$ cat config.mk
export PLATFORM = sky130hd
export DESIGN_NAME = mem_cp0_exception_unit_flat
export DESIGN_NICKNAME = d
export VERILOG_FILES = /design/src/rtl/mem_cp0_exception_unit_pkg.sv /design/src/rtl/mem_cp0_exception_unit_if.sv /design/src/rtl/mem_cp0_exception_unit_cp0_fwd_buffer.sv /design/src/rtl/mem_cp0_exception_unit.sv /design/src/flat_wrapper.sv
export SDC_FILE = /design/constraint.sdc
export NUM_CORES = 1
export LEC_CHECK = 0
export ABC_AREA = 1
export CAP_MARGIN = 30
export CORE_MARGIN = 2
export CORE_UTILIZATION = 49
export CTS_BUF_LIST = sky130_fd_sc_hd__clkbuf_16
export CTS_CLUSTER_DIAMETER = 60
export CTS_CLUSTER_SIZE = 20
export DETAILED_ROUTE_END_ITERATION = 8
export HOLD_SLACK_MARGIN = 0.1
export PLACE_DENSITY = 0.84
export SYNTH_ARGS = -nofsm -noshare
export SYNTH_HDL_FRONTEND = slang
export SYNTH_SLANG_ARGS = --single-unit
$ cat constraint.sdc
create_clock -name clk -period 2.8 [get_ports clk]
set_clock_uncertainty 0.05 [all_clocks]
set_input_delay 0.56 -clock clk [delete_from_list [all_inputs] [get_ports clk]]
set_output_delay 0.56 -clock clk [all_outputs]
set_load 0.05 [all_outputs]
$ cat src/rtl/mem_cp0_exception_unit_pkg.sv
// Shared CP0 constants, Status bit positions, FSM states and event kinds
// for the MEM-stage CP0 forwarding and exception unit.
package mem_cp0_exception_unit_pkg;

  localparam logic [4:0] CP0_STATUS = 5'd12;
  localparam logic [4:0] CP0_CAUSE  = 5'd13;
  localparam logic [4:0] CP0_EPC    = 5'd14;

  // MTC0 to Cause may only touch the software IP bits (9:8), IV (23) and WP (22)
  localparam logic [31:0] CAUSE_WR_MASK = 32'h00C0_0300;

  localparam logic [4:0] EXC_INT  = 5'd0;
  localparam logic [4:0] EXC_ADEL = 5'd4;
  localparam logic [4:0] EXC_ADES = 5'd5;
  localparam logic [4:0] EXC_SYS  = 5'd8;
  localparam logic [4:0] EXC_BP   = 5'd9;
  localparam logic [4:0] EXC_RI   = 5'd10;
  localparam logic [4:0] EXC_OV   = 5'd12;

  localparam int STATUS_IE    = 0;
  localparam int STATUS_EXL   = 1;
  localparam int STATUS_IM_LO = 8;
  localparam int STATUS_IM_HI = 15;

  typedef enum logic [1:0] {
    ST_IDLE     = 2'd0,
    ST_FLUSH    = 2'd1,
    ST_REDIRECT = 2'd2
  } exc_state_t;

  typedef enum logic [1:0] {
    EV_NONE = 2'd0,
    EV_EXC  = 2'd1,
    EV_INT  = 2'd2,
    EV_ERET = 2'd3
  } exc_event_t;

  function automatic logic [4:0] exc_code_of(input exc_event_t ev, input logic [4:0] code);
    return (ev == EV_EXC) ? code : EXC_INT;
  endfunction

endpackage

$ cat src/rtl/mem_cp0_exception_unit_if.sv
// Pipeline-side bundle of the CP0 exception unit: architectural CP0 values,
// MTC0 write port, MEM-stage events, interrupts and the flush/commit/redirect results.
interface mem_cp0_exception_unit_if #(
  parameter int DATA_WIDTH = 32,
  parameter int IRQ_LINES  = 6
);
  logic [DATA_WIDTH-1:0] cp0_status;
  logic [DATA_WIDTH-1:0] cp0_cause;
  logic [DATA_WIDTH-1:0] cp0_epc;
  logic                  wr_valid;
  logic [4:0]            wr_addr;
  logic [DATA_WIDTH-1:0] wr_data;
  logic                  mem_exc_valid;
  logic [4:0]            mem_exc_code;
  logic                  mem_eret;
  logic [DATA_WIDTH-1:0] mem_pc;
  logic [IRQ_LINES-1:0]  irq;

  logic [DATA_WIDTH-1:0] status_fwd;
  logic [DATA_WIDTH-1:0] cause_fwd;
  logic [DATA_WIDTH-1:0] epc_fwd;
  logic                  force_disable_mem;
  logic                  flush;
  logic                  commit_valid;
  logic [DATA_WIDTH-1:0] commit_epc;
  logic [DATA_WIDTH-1:0] commit_status;
  logic [DATA_WIDTH-1:0] commit_cause;
  logic                  redirect_valid;
  logic [DATA_WIDTH-1:0] redirect_pc;

  modport master (
    output cp0_status, cp0_cause, cp0_epc, wr_valid, wr_addr, wr_data,
           mem_exc_valid, mem_exc_code, mem_eret, mem_pc, irq,
    input  status_fwd, cause_fwd, epc_fwd, force_disable_mem, flush,
           commit_valid, commit_epc, commit_status, commit_cause,
           redirect_valid, redirect_pc
  );

  modport slave (
    input  cp0_status, cp0_cause, cp0_epc, wr_valid, wr_addr, wr_data,
           mem_exc_valid, mem_exc_code, mem_eret, mem_pc, irq,
    output status_fwd, cause_fwd, epc_fwd, force_disable_mem, flush,
           commit_valid, commit_epc, commit_status, commit_cause,
           redirect_valid, redirect_pc
  );
endinterface

$ cat src/rtl/mem_cp0_exception_unit_cp0_fwd_buffer.sv
// cp0_fwd_buffer: shift history of in-flight MTC0 writes and youngest-wins
// forwarding of Status, Cause (masked) and EPC.
module cp0_fwd_buffer
  import mem_cp0_exception_unit_pkg::*;
#(
  parameter int DATA_WIDTH = 32,
  parameter int FWD_DEPTH  = 2
) (
  input  logic                  clk,
  input  logic                  rst_n,
  input  logic                  wr_valid,
  input  logic [4:0]            wr_addr,
  input  logic [DATA_WIDTH-1:0] wr_data,
  input  logic [DATA_WIDTH-1:0] cp0_status,
  input  logic [DATA_WIDTH-1:0] cp0_cause,
  input  logic [DATA_WIDTH-1:0] cp0_epc,
  output logic [DATA_WIDTH-1:0] status_fwd,
  output logic [DATA_WIDTH-1:0] cause_fwd,
  output logic [DATA_WIDTH-1:0] epc_fwd
);

  localparam logic [DATA_WIDTH-1:0] CAUSE_MASK = DATA_WIDTH'(CAUSE_WR_MASK);

  logic [FWD_DEPTH-1:0]  valid_reg;
  logic [4:0]            addr_reg [FWD_DEPTH];
  logic [DATA_WIDTH-1:0] data_reg [FWD_DEPTH];

  logic [FWD_DEPTH-1:0]  hit_status;
  logic [FWD_DEPTH-1:0]  hit_cause;
  logic [FWD_DEPTH-1:0]  hit_epc;

  // Entry 0 is the youngest; an idle cycle shifts in a bubble.
  always_ff @(posedge clk) begin
    if (!rst_n) begin
      valid_reg <= '0;
      for (int i = 0; i < FWD_DEPTH; i++) begin
        addr_reg[i] <= '0;
        data_reg[i] <= '0;
      end
    end else begin
      valid_reg[0] <= wr_valid;
      addr_reg[0]  <= wr_addr;
      data_reg[0]  <= wr_data;
      for (int i = 1; i < FWD_DEPTH; i++) begin
        valid_reg[i] <= valid_reg[i-1];
        addr_reg[i]  <= addr_reg[i-1];
        data_reg[i]  <= data_reg[i-1];
      end
    end
  end

  generate
    for (genvar gi = 0; gi < FWD_DEPTH; gi++) begin : g_hit
      assign hit_status[gi] = valid_reg[gi] && (addr_reg[gi] == CP0_STATUS);
      assign hit_cause[gi]  = valid_reg[gi] && (addr_reg[gi] == CP0_CAUSE);
      assign hit_epc[gi]    = valid_reg[gi] && (addr_reg[gi] == CP0_EPC);
    end
  endgenerate

  // Walk oldest to youngest so later matches override earlier ones.
  always_comb begin
    status_fwd = cp0_status;
    cause_fwd  = cp0_cause;
    epc_fwd    = cp0_epc;
    for (int i = FWD_DEPTH - 1; i >= 0; i--) begin
      if (hit_status[i]) status_fwd = data_reg[i];
      if (hit_cause[i])  cause_fwd  = (cause_fwd & ~CAUSE_MASK) | (data_reg[i] & CAUSE_MASK);
      if (hit_epc[i])    epc_fwd    = data_reg[i];
    end
    if (wr_valid) begin
      if (wr_addr == CP0_STATUS) status_fwd = wr_data;
      if (wr_addr == CP0_CAUSE)  cause_fwd  = (cause_fwd & ~CAUSE_MASK) | (wr_data & CAUSE_MASK);
      if (wr_addr == CP0_EPC)    epc_fwd    = wr_data;
    end
  end

endmodule

$ cat src/rtl/mem_cp0_exception_unit.sv
// MEM-stage CP0 forwarding plus IDLE/FLUSH/REDIRECT exception sequencer.
// Hardware interrupts are only sequenced when CP0_INTERRUPT_EN is defined.
module mem_cp0_exception_unit
  import mem_cp0_exception_unit_pkg::*;
#(
  parameter int                    DATA_WIDTH = 32,
  parameter int                    FWD_DEPTH  = 2,
  parameter int                    IRQ_LINES  = 6,
  parameter logic [DATA_WIDTH-1:0] EXC_VECTOR = DATA_WIDTH'(32'hBFC0_0380)
) (
  input  logic                    clk,
  input  logic                    rst_n,
  mem_cp0_exception_unit_if.slave bus
);

  logic [DATA_WIDTH-1:0] status_fwd;
  logic [DATA_WIDTH-1:0] cause_fwd;
  logic [DATA_WIDTH-1:0] epc_fwd;

  cp0_fwd_buffer #(
    .DATA_WIDTH (DATA_WIDTH),
    .FWD_DEPTH  (FWD_DEPTH)
  ) u_fwd (
    .clk        (clk),
    .rst_n      (rst_n),
    .wr_valid   (bus.wr_valid),
    .wr_addr    (bus.wr_addr),
    .wr_data    (bus.wr_data),
    .cp0_status (bus.cp0_status),
    .cp0_cause  (bus.cp0_cause),
    .cp0_epc    (bus.cp0_epc),
    .status_fwd (status_fwd),
    .cause_fwd  (cause_fwd),
    .epc_fwd    (epc_fwd)
  );

  logic int_pending;

`ifdef CP0_INTERRUPT_EN
  logic [IRQ_LINES-1:0] irq_meta_reg;
  logic [IRQ_LINES-1:0] irq_sync_reg;
  logic [7:0]           hw_ip;

  always_ff @(posedge clk) begin
    if (!rst_n) begin
      irq_meta_reg <= '0;
      irq_sync_reg <= '0;
    end else begin
      irq_meta_reg <= bus.irq;
      irq_sync_reg <= irq_meta_reg;
    end
  end

  // Hardware lines land on IP2..IP7; IP1:IP0 are the software bits from Cause.
  assign hw_ip[1:0] = 2'b00;
  generate
    for (genvar gi = 0; gi < 6; gi++) begin : g_hw_ip
      if (gi < IRQ_LINES) begin : g_line
        assign hw_ip[gi+2] = irq_sync_reg[gi];
      end else begin : g_none
        assign hw_ip[gi+2] = 1'b0;
      end
    end
  endgenerate

  assign int_pending = status_fwd[STATUS_IE] && !status_fwd[STATUS_EXL] &&
                       (|((cause_fwd[15:8] | hw_ip) & status_fwd[STATUS_IM_HI:STATUS_IM_LO]));
`else
  logic unused_irq;
  assign unused_irq  = ^bus.irq;
  assign int_pending = 1'b0;
`endif

  exc_state_t            state_reg;
  exc_event_t            event_now;
  logic                  flush_reg;
  logic                  fdm_reg;
  logic                  commit_valid_reg;
  logic                  redirect_valid_reg;
  logic [DATA_WIDTH-1:0] commit_epc_reg;
  logic [DATA_WIDTH-1:0] commit_status_reg;
  logic [DATA_WIDTH-1:0] commit_cause_reg;
  logic [DATA_WIDTH-1:0] target_reg;
  logic [DATA_WIDTH-1:0] redirect_pc_reg;

  logic [DATA_WIDTH-1:0] cap_epc;
  logic [DATA_WIDTH-1:0] cap_status;
  logic [DATA_WIDTH-1:0] cap_cause;
  logic [DATA_WIDTH-1:0] cap_target;

  // Events are only seen in IDLE; anything arriving later belongs to flushed work.
  always_comb begin
    event_now = EV_NONE;
    if (state_reg == ST_IDLE) begin
      if (bus.mem_exc_valid) event_now = EV_EXC;
      else if (int_pending)  event_now = EV_INT;
      else if (bus.mem_eret) event_now = EV_ERET;
    end
  end

  always_comb begin
    cap_epc                = bus.mem_pc;
    cap_status             = status_fwd;
    cap_status[STATUS_EXL] = 1'b1;
    cap_cause              = cause_fwd;
    cap_cause[6:2]         = exc_code_of(event_now, bus.mem_exc_code);
    cap_target             = EXC_VECTOR;
    if (event_now == EV_ERET) begin
      cap_epc                = epc_fwd;
      cap_status             = status_fwd;
      cap_status[STATUS_EXL] = 1'b0;
      cap_cause              = cause_fwd;
      cap_target             = epc_fwd;
    end
  end

  always_ff @(posedge clk) begin
    if (!rst_n) begin
      state_reg          <= ST_IDLE;
      flush_reg          <= 1'b0;
      fdm_reg            <= 1'b0;
      commit_valid_reg   <= 1'b0;
      redirect_valid_reg <= 1'b0;
      commit_epc_reg     <= '0;
      commit_status_reg  <= '0;
      commit_cause_reg   <= '0;
      target_reg         <= '0;
      redirect_pc_reg    <= '0;
    end else begin
      flush_reg          <= 1'b0;
      fdm_reg            <= 1'b0;
      commit_valid_reg   <= 1'b0;
      redirect_valid_reg <= 1'b0;
      case (state_reg)
        ST_IDLE: begin
          if (event_now != EV_NONE) begin
            state_reg         <= ST_FLUSH;
            flush_reg         <= 1'b1;
            fdm_reg           <= 1'b1;
            commit_valid_reg  <= 1'b1;
            commit_epc_reg    <= cap_epc;
            commit_status_reg <= cap_status;
            commit_cause_reg  <= cap_cause;
            target_reg        <= cap_target;
          end
        end
        ST_FLUSH: begin
          state_reg          <= ST_REDIRECT;
          redirect_valid_reg <= 1'b1;
          redirect_pc_reg    <= target_reg;
        end
        ST_REDIRECT: state_reg <= ST_IDLE;
        default:     state_reg <= ST_IDLE;
      endcase
    end
  end

  assign bus.status_fwd        = status_fwd;
  assign bus.cause_fwd         = cause_fwd;
  assign bus.epc_fwd           = epc_fwd;
  assign bus.force_disable_mem = fdm_reg || (event_now != EV_NONE);
  assign bus.flush             = flush_reg;
  assign bus.commit_valid      = commit_valid_reg;
  assign bus.commit_epc        = commit_epc_reg;
  assign bus.commit_status     = commit_status_reg;
  assign bus.commit_cause      = commit_cause_reg;
  assign bus.redirect_valid    = redirect_valid_reg;
  assign bus.redirect_pc       = redirect_pc_reg;

endmodule

$ cat src/flat_wrapper.sv
// flat-port wrapper written by rule: the top's interface ports become plain ports
module mem_cp0_exception_unit_flat import mem_cp0_exception_unit_pkg::*;
#(
  parameter int                    DATA_WIDTH = 32,
  parameter int                    FWD_DEPTH  = 2,
  parameter int                    IRQ_LINES  = 6,
  parameter logic [DATA_WIDTH-1:0] EXC_VECTOR = DATA_WIDTH'(32'hBFC0_0380)
)
  (clk, rst_n, bus_cp0_status, bus_cp0_cause, bus_cp0_epc, bus_wr_valid, bus_wr_addr, bus_wr_data, bus_mem_exc_valid, bus_mem_exc_code, bus_mem_eret, bus_mem_pc, bus_irq, bus_status_fwd, bus_cause_fwd, bus_epc_fwd, bus_force_disable_mem, bus_flush, bus_commit_valid, bus_commit_epc, bus_commit_status, bus_commit_cause, bus_redirect_valid, bus_redirect_pc);
  mem_cp0_exception_unit_if #(.DATA_WIDTH(DATA_WIDTH), .IRQ_LINES(IRQ_LINES)) bus_i ();
  input  logic clk;
  input  logic rst_n;
  input wire logic [$bits(bus_i.cp0_status)-1:0] bus_cp0_status;
  input wire logic [$bits(bus_i.cp0_cause)-1:0] bus_cp0_cause;
  input wire logic [$bits(bus_i.cp0_epc)-1:0] bus_cp0_epc;
  input wire logic [$bits(bus_i.wr_valid)-1:0] bus_wr_valid;
  input wire logic [$bits(bus_i.wr_addr)-1:0] bus_wr_addr;
  input wire logic [$bits(bus_i.wr_data)-1:0] bus_wr_data;
  input wire logic [$bits(bus_i.mem_exc_valid)-1:0] bus_mem_exc_valid;
  input wire logic [$bits(bus_i.mem_exc_code)-1:0] bus_mem_exc_code;
  input wire logic [$bits(bus_i.mem_eret)-1:0] bus_mem_eret;
  input wire logic [$bits(bus_i.mem_pc)-1:0] bus_mem_pc;
  input wire logic [$bits(bus_i.irq)-1:0] bus_irq;
  output wire logic [$bits(bus_i.status_fwd)-1:0] bus_status_fwd;
  output wire logic [$bits(bus_i.cause_fwd)-1:0] bus_cause_fwd;
  output wire logic [$bits(bus_i.epc_fwd)-1:0] bus_epc_fwd;
  output wire logic [$bits(bus_i.force_disable_mem)-1:0] bus_force_disable_mem;
  output wire logic [$bits(bus_i.flush)-1:0] bus_flush;
  output wire logic [$bits(bus_i.commit_valid)-1:0] bus_commit_valid;
  output wire logic [$bits(bus_i.commit_epc)-1:0] bus_commit_epc;
  output wire logic [$bits(bus_i.commit_status)-1:0] bus_commit_status;
  output wire logic [$bits(bus_i.commit_cause)-1:0] bus_commit_cause;
  output wire logic [$bits(bus_i.redirect_valid)-1:0] bus_redirect_valid;
  output wire logic [$bits(bus_i.redirect_pc)-1:0] bus_redirect_pc;
  assign bus_i.cp0_status = bus_cp0_status;
  assign bus_i.cp0_cause = bus_cp0_cause;
  assign bus_i.cp0_epc = bus_cp0_epc;
  assign bus_i.wr_valid = bus_wr_valid;
  assign bus_i.wr_addr = bus_wr_addr;
  assign bus_i.wr_data = bus_wr_data;
  assign bus_i.mem_exc_valid = bus_mem_exc_valid;
  assign bus_i.mem_exc_code = bus_mem_exc_code;
  assign bus_i.mem_eret = bus_mem_eret;
  assign bus_i.mem_pc = bus_mem_pc;
  assign bus_i.irq = bus_irq;
  assign bus_status_fwd = bus_i.status_fwd;
  assign bus_cause_fwd = bus_i.cause_fwd;
  assign bus_epc_fwd = bus_i.epc_fwd;
  assign bus_force_disable_mem = bus_i.force_disable_mem;
  assign bus_flush = bus_i.flush;
  assign bus_commit_valid = bus_i.commit_valid;
  assign bus_commit_epc = bus_i.commit_epc;
  assign bus_commit_status = bus_i.commit_status;
  assign bus_commit_cause = bus_i.commit_cause;
  assign bus_redirect_valid = bus_i.redirect_valid;
  assign bus_redirect_pc = bus_i.redirect_pc;
  mem_cp0_exception_unit #(.DATA_WIDTH(DATA_WIDTH), .FWD_DEPTH(FWD_DEPTH), .IRQ_LINES(IRQ_LINES), .EXC_VECTOR(EXC_VECTOR)) u_core (.clk(clk), .rst_n(rst_n), .bus(bus_i));
endmodule
# Word level (Yosys, flattened, before mapping)
# Memory sizes are Yosys's and may differ from the RTL's.
# Index checks and enable logic that the tools add are counted.
dict set report word_totals {
  ramBits 74
  ff_bits 166
  n_memories 2
  wordCells 72
}
dict set report classes {
  bitwise 7
  muxes 30
  reduce_logical 11
  eq_ne 13
}
# memory depth word_bits rd rd_ports_with_merged_regs write_ports line_no
set memory_table {}
lappend memory_table {u_core.u_fwd.data_reg 2 32 2 0 2 mem_cp0_exception_unit_cp0_fwd_buffer.sv:26} ;# logic [DATA_WIDTH-1:0] data_reg [FWD_DEPTH];
lappend memory_table {u_core.u_fwd.addr_reg 2 5 2 0 2 mem_cp0_exception_unit_cp0_fwd_buffer.sv:25} ;# logic [4:0] addr_reg [FWD_DEPTH];
# cell n
set ops {}
lappend ops {{$mux 32} 16}
lappend ops {{$or 32x24->32} 3}
lappend ops {{$eq 5x4->1 const B} 9}
lappend ops {{$mux 5} 3}
lappend ops {{$mux 2} 5}
lappend ops {{$mux 7} 1}
lappend ops {{$logic_and 1x1->1} 6}
lappend ops {{$eq 2x1->1 const B} 2}
lappend ops {{$mux 1} 4}
lappend ops {{$or 1x1->1} 4}
lappend ops {{$pmux 2 s2} 1}
lappend ops {{$reduce_and 2->1} 2}
lappend ops {{$eq 2x2->1 const B} 1}
lappend ops {{$logic_not 2->1} 1}
lappend ops {{$ne 2x2->1 const B} 1}
lappend ops {{$reduce_bool 2->1} 1}
lappend ops {{$logic_or 1x1->1} 1}

# Longest topological paths before layout
# Gate-level depths: netlist (run 1).
# An unclocked memory read counts as a cell.
dict set report logic_depth {
  word_depth 10
  mapped_depth 12
}

# By module
# From an unflattened synthesis (run 1), not the netlist that was laid out.
dict set report hier_totals {
  cells_unflattened 1829
  area_unflattened_um2 11781.3
}
# mod cells_per_inst area_each_um2 instances
set by_module_without_submodules {}
lappend by_module_without_submodules {mem_cp0_exception_unit 834 6154.7 1}
lappend by_module_without_submodules {cp0_fwd_buffer 995 5626.6 1}

# Least setup slack after synthesis (run 1)
# Ideal clock, no wire load.
dict set report synth_path {
  kind {input to output}
  start {input port bus_wr_valid}
  end {output port bus_epc_fwd[22]}
  required_time_ns 2.190
  arrival_ns 2.255
  setup_slack_ns -0.065
  cell_stages 7
  cell_sequence {nand3_1 -> inv_2 -> nand3_2 -> buf_2 -> nand2_1 -> inv_1 -> a21boi_0}
}
dict set report synth_between {
  elab_chain_len 1
}
# item line_no
set synth_rtl {}
lappend synth_rtl {{from (decl)} flat_wrapper.sv:16} ;# input wire logic [$bits(bus_i.wr_valid)-1:0] bus_wr_valid;
lappend synth_rtl {{$mux 32} mem_cp0_exception_unit_cp0_fwd_buffer.sv:70} ;# if (wr_valid) begin
lappend synth_rtl {{to (decl)} flat_wrapper.sv:26} ;# output wire logic [$bits(bus_i.epc_fwd)-1:0] bus_epc_fwd;
# Every way passes these cells.

==> results by group, run 1 <==
Outcome
  • Status: complete, but fails checks
  • Violated checks: setup timing

Setup path
  • Critical path, cell by cell: inv_1 > nand2_1 > nor2_2 > nand2_4 > inv_2 > buf_8 > nor2_1 > o21ai_2 > buf_6
  • RR Endpoint: u_core.target_reg[23]$_SDFFE_PN0P_
  • Crit-path max cell delay: approximately 320 ps
  • Worst Setup Start Kind: flop
  • R2R cell count: 11
  • CP Depth: 9
  • Top cell family by delay on the critical path: buffers and inverters
  • Worst r2r src: u_core.u_fwd.addr_reg[0][6]$_SDFF_PN0_
  • Critical path arrival: 2200 ps
  • Slowest cell on the critical path: dfxtp_1
  • Crit Path Category: flop to primary output
  • Worst setup EP type: primary output
  • Worst EP required: approximately 2200 ps
  • CP max FO: 18
  • WP buf/inv: 4
  • Internal reg-to-reg setup slack: around 840 ps

Run
  • Max Cap Viol: 0

Synth
  • Synthesized area: 11,500 sq um
  • Synth top cells by count: nand2_1, dfxtp_1, inv_1, nor2_1, o21ai_1
  • Seq/Total Area, Yosys: 0.417
  • Post-synth EDFFs: 0
  • Mapped Nets: between 1,500 and 2,000
  • Top-count cell post-synth: nand2_1
  • Post-synth ARST share: 0
  • Avg Cell Area, Syn: roughly 6.9 sq um
  • Synth top area share: 0.417
  • Unique masters post-synth: 29
  • Cells after Synth: between 1,500 and 2,000
  • Synth warn: 0
  • Ranking of synthesized cells by area: dfxtp_1, nand2_1, inv_1
  • Yosys top cell by area: dfxtp_1
  • Synth Flop Type: dfxtp_1
  • Synth Register Bits: 240

Floorplan
  • Core ar.: about 23,000 sq um
  • IO Pins: approximately 410
  • Starting Density: 0.495
  • Site row count: 56
  • Vert. Die Dim: between 150 and 200 um
  • Full die area: approximately 25,000 sq um
  • Chip Width: between 150 and 200 um

STA
  • Final Hold Viols: 0
  • RSZ-0062 raised after global routing: true
  • Final period utilization: 1.00
  • Worst Tran Pin Value: about 760 ps
  • Final Critical Period: approximately 2800 ps
  • Endpoints failing setup: 2
  • Max-slew violations: 0
  • Max-Slew Margin vs Limit: 0.493
  • Fin worst setup slack: -12.8 ps
  • Setup tns final: -23.5 ps
  • Fmax: between 300 and 400 MHz

Power
  • Peak VDD IR: around 490 uV
  • Leakage power: between 8 and 9 nW
  • PD cells: about 570 nW/um^2

Finish
  • # fillers: 1,823
  • Area taken by multi-input logic gates: approximately 5100 sq um
  • Max FFs per register: 64
  • Post-layout nets: 2,200
  • Finished layout cell area: 16,900 sq um
  • Layout cell share with drive strength beyond 1: 0.157
  • Sequential cell area: a little under 5000 sq um
  • Layout area overhead: 46.8%

Global route
  • Number of global-route vias before repair: approximately 12,000
  • Total track usage: 0.326
  • First-pass GRT wire length: 63,000 um
  • Grt ovf: 0
  • Antenna violations before repair: 3
  • Largest net degree at the start of global routing: about 130

Detailed routing
  • Detailed-route DRC error count: 0
  • Final ANT Viol Nets: 0
  • Iter 0 DRT Violations: 988
  • Wirelength per Cell: 18.4 um
  • DRT Pass-1 Iters: 5
  • Routed wire length: between 40,000 and 50,000 um
  • DR vias/cell: roughly 5.3
  • Total number of vias: about 12,000

Hold path
  • Hold path depth: 3
  • Class of the worst hold path: input port to flop
  • Hold path start: bus_wr_addr[2]
  • Hold Path Sink: u_core.u_fwd.addr_reg[0][2]$_SDFF_PN0_

Clock tree
  • Clk Latency, worst-skew pair: approximately 520 ps
  • H-tree Lvls: 1
  • CTS Root Cell: clkbuf_16
  • Sink Count: 240
  • Clk buf depth: 3
  • Clk slew on worst S/H paths: approximately 80 ps
  • TritonCTS clock tree: yes
  • Num CTS Buffers: 21

Placed design
  • Port bufs: between 400 and 500
  • GPL Wtd Cong: 0.944
  • Post-DP HPWL: slightly below 30,000 um
  • DP Area: 15,500 sq um
[kinds of logic after synthesis]
group | synth area share
AO/OA/AOI/OAI | 0.184
flip-flops | 0.417
buffers and inverters | 0.164
AND/OR/NAND/NOR | 0.234
[where the power goes]
part           total (mW)  leakage (nW)  internal (mW)  switching [mW]
sequential           3.82          1.98           3.68           0.140
combinational        2.86          5.79           1.01            1.84
clock                2.92         0.331           1.45            1.47
[worst reg2reg max path: stages (launching register included)]
cell,delay [ps]
dfxtp_1,380
inv_1,90
nor2_4,200
buf_12,160
buf_4,210
nand3_1,100
nand3_1,120
nand2_1,70
nand3_1,170
nand2_1,150
o21ai_1,140
inv_1,50
[layout by cell type (no fill, tap or decap), types with 5 or more instances in the layout]
cell type,instances
o21ai_0,84
o21ai_2,41
o21ai_1,102
nor2_1,147
nand4_1,10
nand3_1,79
a21oi_1,98
nor2_4,7
o21bai_1,20
dfxtp_1,237
a21boi_1,11
buf_12,32
a32o_1,10
buf_6,29
o21bai_2,6
clkdlybuf4s50_1,301
nand2_4,5
nand2_8,6
a31oi_1,5
buf_4,119
or2_2,13
inv_1,234
clkbuf_16,23
nand2_1,360
and2_1,10
[stage by stage]
step / hold slack (ps) / util / cells / worst slack, ps / power (mW)
final: 316 / 0.726 / 2351 / -12.8 / 9.59
after global routing: 352 / 0.726 / 2351 / -118 / 9.93
after CTS: 360 / 0.708 / 2338 / -53.8 / 9.56
after floorplan: 357 / - / 1666 / 98.6 / 5.61
after detailed placement: 369 / 0.667 / 2289 / -95.6 / 6.67
after global placement: 364 / 0.667 / 2289 / -81.0 / 6.62
[repair_timing]
item                                    4_1_cts  5_1_grt
gates cloned                                  2        5
resized for setup                            31       74
setup buffers                                12        7
pin swaps                                     8       18
hold buffers                                  0        0
endpoints found under the setup margin       67       63
[per-layer routing]
| metal | GRT usage | up-vias | share of wire |
|---|---|---|---|
| li1 | - | 5891 | - |
| met1 | 0.384 | 5689 | 0.37 |
| met2 | 0.567 | 630 | 0.49 |
| met3 | 0.0608 | 149 | 0.085 |
| met4 | 0.165 | 4 | 0.055 |
| met5 | 0 | - | 0.00058 |
[layout make-up]
| cell class | count | share of cell area |
|---|---|---|
| inverter | 241 | 0.0547 |
| antenna | 1 | 0.000148 |
| clock inverter | 14 | 0.00859 |
| multi-input combinational | 1025 | 0.300 |
| timing repair buffer | 490 | 0.297 |
| tap | 319 | 0.0236 |
| clock buffer | 21 | 0.0311 |
| sequential | 240 | 0.285 |
[worst max-delay path by stage]
stage / startpoint / to / slack (ps)
global placement: bus_wr_valid / bus_epc_fwd[25] / -80
global route: u_core.u_fwd.addr_reg[0][4]$_SDFF_PN0_ / bus_status_fwd[0] / -120
floorplan: bus_wr_valid / bus_epc_fwd[23] / 100
detailed placement: bus_wr_valid / bus_epc_fwd[18] / -100
CTS: bus_wr_valid / bus_status_fwd[29] / -50
finish: u_core.u_fwd.addr_reg[0][4]$_SDFF_PN0_ / bus_status_fwd[0] / -10
(Power assumes the default switching activity.)
==> run 2: changes to the inputs <==
--- a/config.mk
+++ b/config.mk
@@ -8,13 +8,13 @@
 export ABC_AREA = 1
 export CAP_MARGIN = 30
 export CORE_MARGIN = 2
-export CORE_UTILIZATION = 49
+export CORE_UTILIZATION = 46
 export CTS_BUF_LIST = sky130_fd_sc_hd__clkbuf_16
 export CTS_CLUSTER_DIAMETER = 60
 export CTS_CLUSTER_SIZE = 20
 export DETAILED_ROUTE_END_ITERATION = 8
 export HOLD_SLACK_MARGIN = 0.1
-export PLACE_DENSITY = 0.84
+export PLACE_DENSITY = 0.8
 export SYNTH_ARGS = -nofsm -noshare
 export SYNTH_HDL_FRONTEND = slang
 export SYNTH_SLANG_ARGS = --single-unit
==> constraint.sdc (replaced) <==
create_clock -name clk -period 3.15 [get_ports clk]
set_clock_uncertainty 0.05 [all_clocks]
set_input_delay 0.63 -clock clk [delete_from_list [all_inputs] [get_ports clk]]
set_output_delay 0.63 -clock clk [all_outputs]
set_load 0.05 [all_outputs]
==> run 2 against run 1 <==
Net effect: the run now ends clean; via count is 2.3% lower; critical path depth is 1 lower; register-to-register slack worse by 210 ps; clock power is 9.2% higher; design area is 3.4% lower; sequential share of layout area is 0.98 points higher; non-clock buffer count is 47 lower; count of clock-buffer cells in the layout is 3 higher.
==> results by group, run 2 (synthesis results as in run 1) <==
Setup path
  • Crit-path max cell delay: 380 ps
  • Worst setup EP type: primary output
  • Crit Path Category: flop to primary output
  • R2R cell count: 5
  • Worst r2r src: u_core.state_reg[1]$_SDFFE_PN0P_
  • Worst EP required: 2470 ps
  • Slowest cell on the critical path: dfxtp_1
  • Critical path arrival: around 2400 ps
  • CP max FO: 18
  • Internal reg-to-reg setup slack: 630 ps
  • Worst Setup Start Kind: flop
  • RR Endpoint: u_core.target_reg[15]$_SDFFE_PN0P_
  • CP dominant cell by count: buf_4
  • Critical path, cell by cell: inv_1 > nor2_4 > nand2_8 > buf_4 > nand2_1 > nand3_1 > a21boi_0 > buf_4

Placed design
  • Post-DP HPWL: between 20,000 and 30,000 um
  • DP Area: ~15,000 sq um
  • GPL Wtd Cong: ~0.9
  • Port bufs: about 400

Clock tree
  • H-tree Lvls: 1
  • Num CTS Buffers: 24
  • CTS hold repair buffers: 0
  • Sink Count: 240
  • Clk Latency, worst-skew pair: about 550 ps
  • Clk slew on worst S/H paths: approximately 70 ps
  • CTS Root Cell: clkbuf_16
  • Clk buf depth: 3
  • TritonCTS clock tree: yes

Outcome
  • Status: complete, no violations

STA
  • Max-Slew Margin vs Limit: 0.339
  • Worst Tran Pin Value: ~990 ps
  • Final Hold Viols: 0
  • Endpoints failing setup: 0
  • RSZ-0062 raised after global routing: true
  • Final Critical Period: approximately 3100 ps
  • Fmax: 324 MHz
  • Final period utilization: 0.981
  • Final hold slack: roughly 380 ps
  • Max-slew violations: 0

Floorplan
  • Full die area: approximately 26,000 sq um
  • Site row count: 57
  • Starting Density: 0.471
  • Vert. Die Dim: between 150 and 200 um
  • IO Pins: about 410
  • Chip Width: between 150 and 200 um
  • Core ar.: about 24,000 sq um

Detailed routing
  • Wirelength per Cell: approximately 18 um
  • DRT Pass-1 Iters: 6
  • DR vias/cell: ~5.2
  • Detailed-route DRC error count: 0
  • Final ANT Viol Nets: 0
  • Iter 0 DRT Violations: about 1,100
  • Routed wire length: around 42,000 um
  • Total number of vias: 12,076

Hold path
  • Hold path start: u_core.u_fwd.valid_reg[0]$_SDFF_PN0_
  • Hold path depth: 2
  • Hold Path Sink: u_core.u_fwd.valid_reg[1]$_SDFF_PN0_
  • Class of the worst hold path: flop to flop

Power
  • Reg power frac: 0.375
  • PD cells: around 550 nW/um^2
  • Int Pwr: 5.81 mW
  • Clock power share: 0.352
  • Leakage power: between 7 and 8 nW
  • Combinational power share: 0.273
  • Peak VDD IR: around 500 uV
  • Switching part of the total power: 0.358
  • Tot Pwr: 9.04 mW
  • Net Sw Power: roughly 3.2 mW

Finish
  • Post-layout nets: between 2,000 and 2,500
  • Max FFs per register: 64
  • Layout area overhead: 41.8%
  • Layout cell share with drive strength beyond 1: 0.110
  • Finished layout cell area: roughly 16,000 sq um
  • Commonest non-fill, non-tap cell in the layout: nand2_1
  • Commonest cells after routing, fill and taps aside: nand2_1, clkdlybuf4s50_1, dfxtp_1

Run
  • Max Cap Viol: 0

Global route
  • Total track usage: 0.303
  • Largest net degree at the start of global routing: 87
  • First-pass GRT wire length: roughly 62,000 um
  • Grt ovf: 0
  • Number of global-route vias before repair: ~11,000
  • Antenna violations before repair: 4
run 2: cell count changes in the layout (fill, tap and decap cells not counted), sizes merged:
| cell | change |
|---|---|
| inv | +4 |
| nand2 | -3 |
| clkbuf | +1 |
| buf | -72 |
| bufinv | +2 |
| clkdlybuf4s50 | +31 |
| diode | +1 |
| dlymetal6s2s | -4 |
run 2: how the worst max path moves through the flow:
stage,start,endpoint,slack [ps],cells after the start
after floorplan,bus_wr_valid,bus_epc_fwd[22],150,7
after global placement,bus_wr_addr[1],bus_status_fwd[4],220,7
after detailed placement,bus_wr_addr[1],bus_status_fwd[7],180,8
after CTS,u_core.u_fwd.addr_reg[0][9]$_SDFF_PN0_,bus_epc_fwd[25],4,9
after global routing,u_core.u_fwd.addr_reg[0][8]$_SDFF_PN0_,bus_epc_fwd[25],-40,8
final,u_core.u_fwd.addr_reg[0][6]$_SDFF_PN0_,bus_epc_fwd[25],60,8
run 2: critical path: cells and delay by family (launching register included):
family / cells / cell delay (ps)
AO/OA/AOI/OAI: 1 / 260
buffers and inverters: 3 / 610
flip-flops: 1 / 380
AND/OR/NAND/NOR: 4 / 620
run 2: power groups by stage:
stage / logic, mW / registers, mW / clock network (mW)
final: 2.47 / 3.39 / 3.19
after global routing: 2.60 / 3.41 / 3.36
after CTS: 2.47 / 3.39 / 3.23
after detailed placement: 2.45 / 3.46 / 0
after global placement: 2.43 / 3.44 / 0
after floorplan: 0.985 / 4.00 / 0
run 2: cell type report:
type	instances	area (sq um)
fillers	2049	8140
multi-input cells	1022	4870
flip-flops and latches	240	4800
repair buffers	443	4440
inverters	241	913
clock buffers	24	601
well taps	324	405
clock inverters	20	282
diodes	2	5.00
run 2: stage by stage:
step / cells / TNS (ps) / setup slack [ps] / utilization
CTS: 2309 / 0 / 4.48 / 0.664
global route: 2316 / -79.7 / -40.5 / 0.667
floorplan: 1666 / 0 / 145 / -
global placement: 2265 / 0 / 216 / 0.628
detailed placement: 2265 / 0 / 183 / 0.628
finish: 2316 / 0 / 59.9 / 0.667
run 2: what timing repair did:
item	in CTS	in global routing
pin swaps	0	2
hold endpoints to repair	0	0
gates cloned	0	2
buffers inserted	0	3
gates resized for setup	1	5
setup endpoints to repair	18	46
run 2: metal layers:
metal,vias to the layer above,GRT usage,part of all wire
met3,125,0.0672,0.092
met1,5535,0.356,0.37
met4,4,0.156,0.054
met5,-,0,0.00064
met2,626,0.518,0.48
li1,5786,-,-
==> run 3: changes to the inputs <==
--- a/config.mk
+++ b/config.mk
@@ -18,3 +18,4 @@
 export SYNTH_ARGS = -nofsm -noshare
 export SYNTH_HDL_FRONTEND = slang
 export SYNTH_SLANG_ARGS = --single-unit
+export TNS_END_PERCENT = 30
==> constraint.sdc (replaced) <==
create_clock -name clk -period 3.1 [get_ports clk]
set_clock_uncertainty 0.05 [all_clocks]
set_input_delay 0.62 -clock clk [delete_from_list [all_inputs] [get_ports clk]]
set_output_delay 0.62 -clock clk [all_outputs]
set_load 0.05 [all_outputs]
==> run 3 against run 2 <==
Net effect: first-iteration DRC count fell by 4.7%; routed wire length down 2.0%; sequential cell count did not move; critical endpoint is now bus_status_fwd[20].
==> results by group, run 3 (synthesis results as in run 1) <==
Clock tree
  • Clk buf depth: 3
  • CTS hold repair buffers: 0
  • H-tree Lvls: 1
  • Sink Count: 240
  • Clk slew on worst S/H paths: roughly 70 ps
  • Num CTS Buffers: 21
  • Clk Latency, worst-skew pair: slightly above 500 ps
  • TritonCTS clock tree: yes
  • CTS Root Cell: clkbuf_16

Global route
  • First-pass GRT wire length: 62,100 um
  • Grt ovf: 0
  • Largest net degree at the start of global routing: about 130
  • Antenna violations before repair: 4
  • Total track usage: 0.299
  • Number of global-route vias before repair: ~12,000

STA
  • Fmax: around 330 MHz
  • Final Hold Viols: 0
  • Final Critical Period: roughly 3000 ps
  • Final period utilization: 0.966
  • Max-Slew Margin vs Limit: 0.495
  • Endpoints failing setup: 0
  • Max-slew violations: 0
  • Worst Tran Pin Value: 756 ps
  • Final hold slack: 381 ps
  • Fin worst setup slack: 107 ps

Detailed routing
  • Detailed-route DRC error count: 0
  • Routed wire length: 41,300 um
  • Final ANT Viol Nets: 0
  • Iter 0 DRT Violations: 1,067
  • Wirelength per Cell: approximately 18 um
  • DRT Pass-1 Iters: 6
  • DR vias/cell: about 5.2
  • Total number of vias: 12,044

Floorplan
  • Vert. Die Dim: 162 um
  • IO Pins: between 400 and 500
  • Starting Density: 0.471
  • Site row count: 57
  • Full die area: approximately 26,000 sq um
  • Core ar.: 24,500 sq um
  • Chip Width: 162 um

Finish
  • Post-layout nets: about 2,200
  • Fin cells: ~2,300
  • Layout area overhead: 40.3%
  • Finished layout cell area: roughly 16,000 sq um
  • Commonest cells after routing, fill and taps aside: nand2_1, clkdlybuf4s50_1, dfxtp_1
  • Layout cell share with drive strength beyond 1: 0.106
  • Max FFs per register: 64
  • Commonest non-fill, non-tap cell in the layout: nand2_1

Outcome
  • Status: complete, no violations

Placed design
  • DP Area: around 15,000 sq um
  • Setup WS pre-CTS: around 110 ps
  • Inst Count DP: between 2,000 and 2,500
  • Port bufs: between 400 and 500
  • GPL Wtd Cong: between 0.9 and 1
  • Post-DP HPWL: between 20,000 and 30,000 um

Power
  • Leakage power: roughly 7.6 nW
  • PD cells: between 500 and 600 nW/um^2
  • Peak VDD IR: ~480 uV

Setup path
  • Critical path arrival: approximately 2300 ps
  • CP max FO: 36
  • Internal reg-to-reg setup slack: around 740 ps
  • Worst EP required: 2430 ps
  • Worst Setup Start Kind: input port
  • Worst setup EP type: primary output
  • Crit Path Category: input port to primary output

Run
  • Max Cap Viol: 0

Hold path
  • Class of the worst hold path: flop to flop
[run 3: cell type report]
type | count | area (sq um)
repair buffers | 446 | 4480
multi-input cells | 1021 | 4870
well taps | 324 | 405
fillers | 2107 | 8310
flip-flops and latches | 240 | 4800
diodes | 3 | 7.51
inverters | 241 | 911
clock inverters | 15 | 150
clock buffers | 21 | 526
[run 3: stage by stage]
step | util | power [mW] | setup TNS [ps]
floorplan | - | 5.07 | 0
finish | 0.660 | 8.61 | 0
detailed placement | 0.629 | 6.00 | 0
global route | 0.660 | 8.95 | -4.69
CTS | 0.657 | 8.65 | 0
global placement | 0.629 | 5.97 | 0
[run 3: repair_timing]
| item | in CTS | in global routing |
|---|---|---|
| pin swaps | 0 | 2 |
| setup buffers | 0 | 3 |
| hold endpoints to repair | 0 | 0 |
| resized for setup | 3 | 8 |
| cloned | 0 | 1 |
| endpoints found under the setup margin | 3 | 29 |
[run 3: final timing paths]
check,start,cells past startpoint,to
hold / removal,u_core.u_fwd.valid_reg[0]$_SDFF_PN0_,2,u_core.u_fwd.valid_reg[1]$_SDFF_PN0_
hold reg to reg,u_core.u_fwd.valid_reg[0]$_SDFF_PN0_,2,u_core.u_fwd.valid_reg[1]$_SDFF_PN0_
setup reg to reg,u_core.state_reg[1]$_SDFFE_PN0P_,7,u_core.target_reg[25]$_SDFFE_PN0P_
setup / recovery,bus_wr_addr[1],8,bus_status_fwd[20]
[run 3: routing by layer]
| metal | routed length [um] | up-vias | GRT usage |
|---|---|---|---|
| li1 | - | 5788 | - |
| met1 | 15700 | 5509 | 0.348 |
| met2 | 19800 | 618 | 0.525 |
| met3 | 3670 | 127 | 0.0608 |
| met4 | 2150 | 2 | 0.144 |
| met5 | 13 | - | 0 |
[run 3: where the power goes]
| part | internal (mW) | total (mW) | switching, mW |
|---|---|---|---|
| Combinational | 0.872 | 2.50 | 1.63 |
| Clock | 1.37 | 2.66 | 1.29 |
| Sequential | 3.32 | 3.44 | 0.122 |
[run 3: worst max-delay path, cell delays in order]
cell,delay (ps)
clkdlybuf4s50_1,570
inv_2,80
nand3_4,110
buf_12,200
o21ai_0,130
o21bai_1,170
o21ai_1,160
buf_4,260
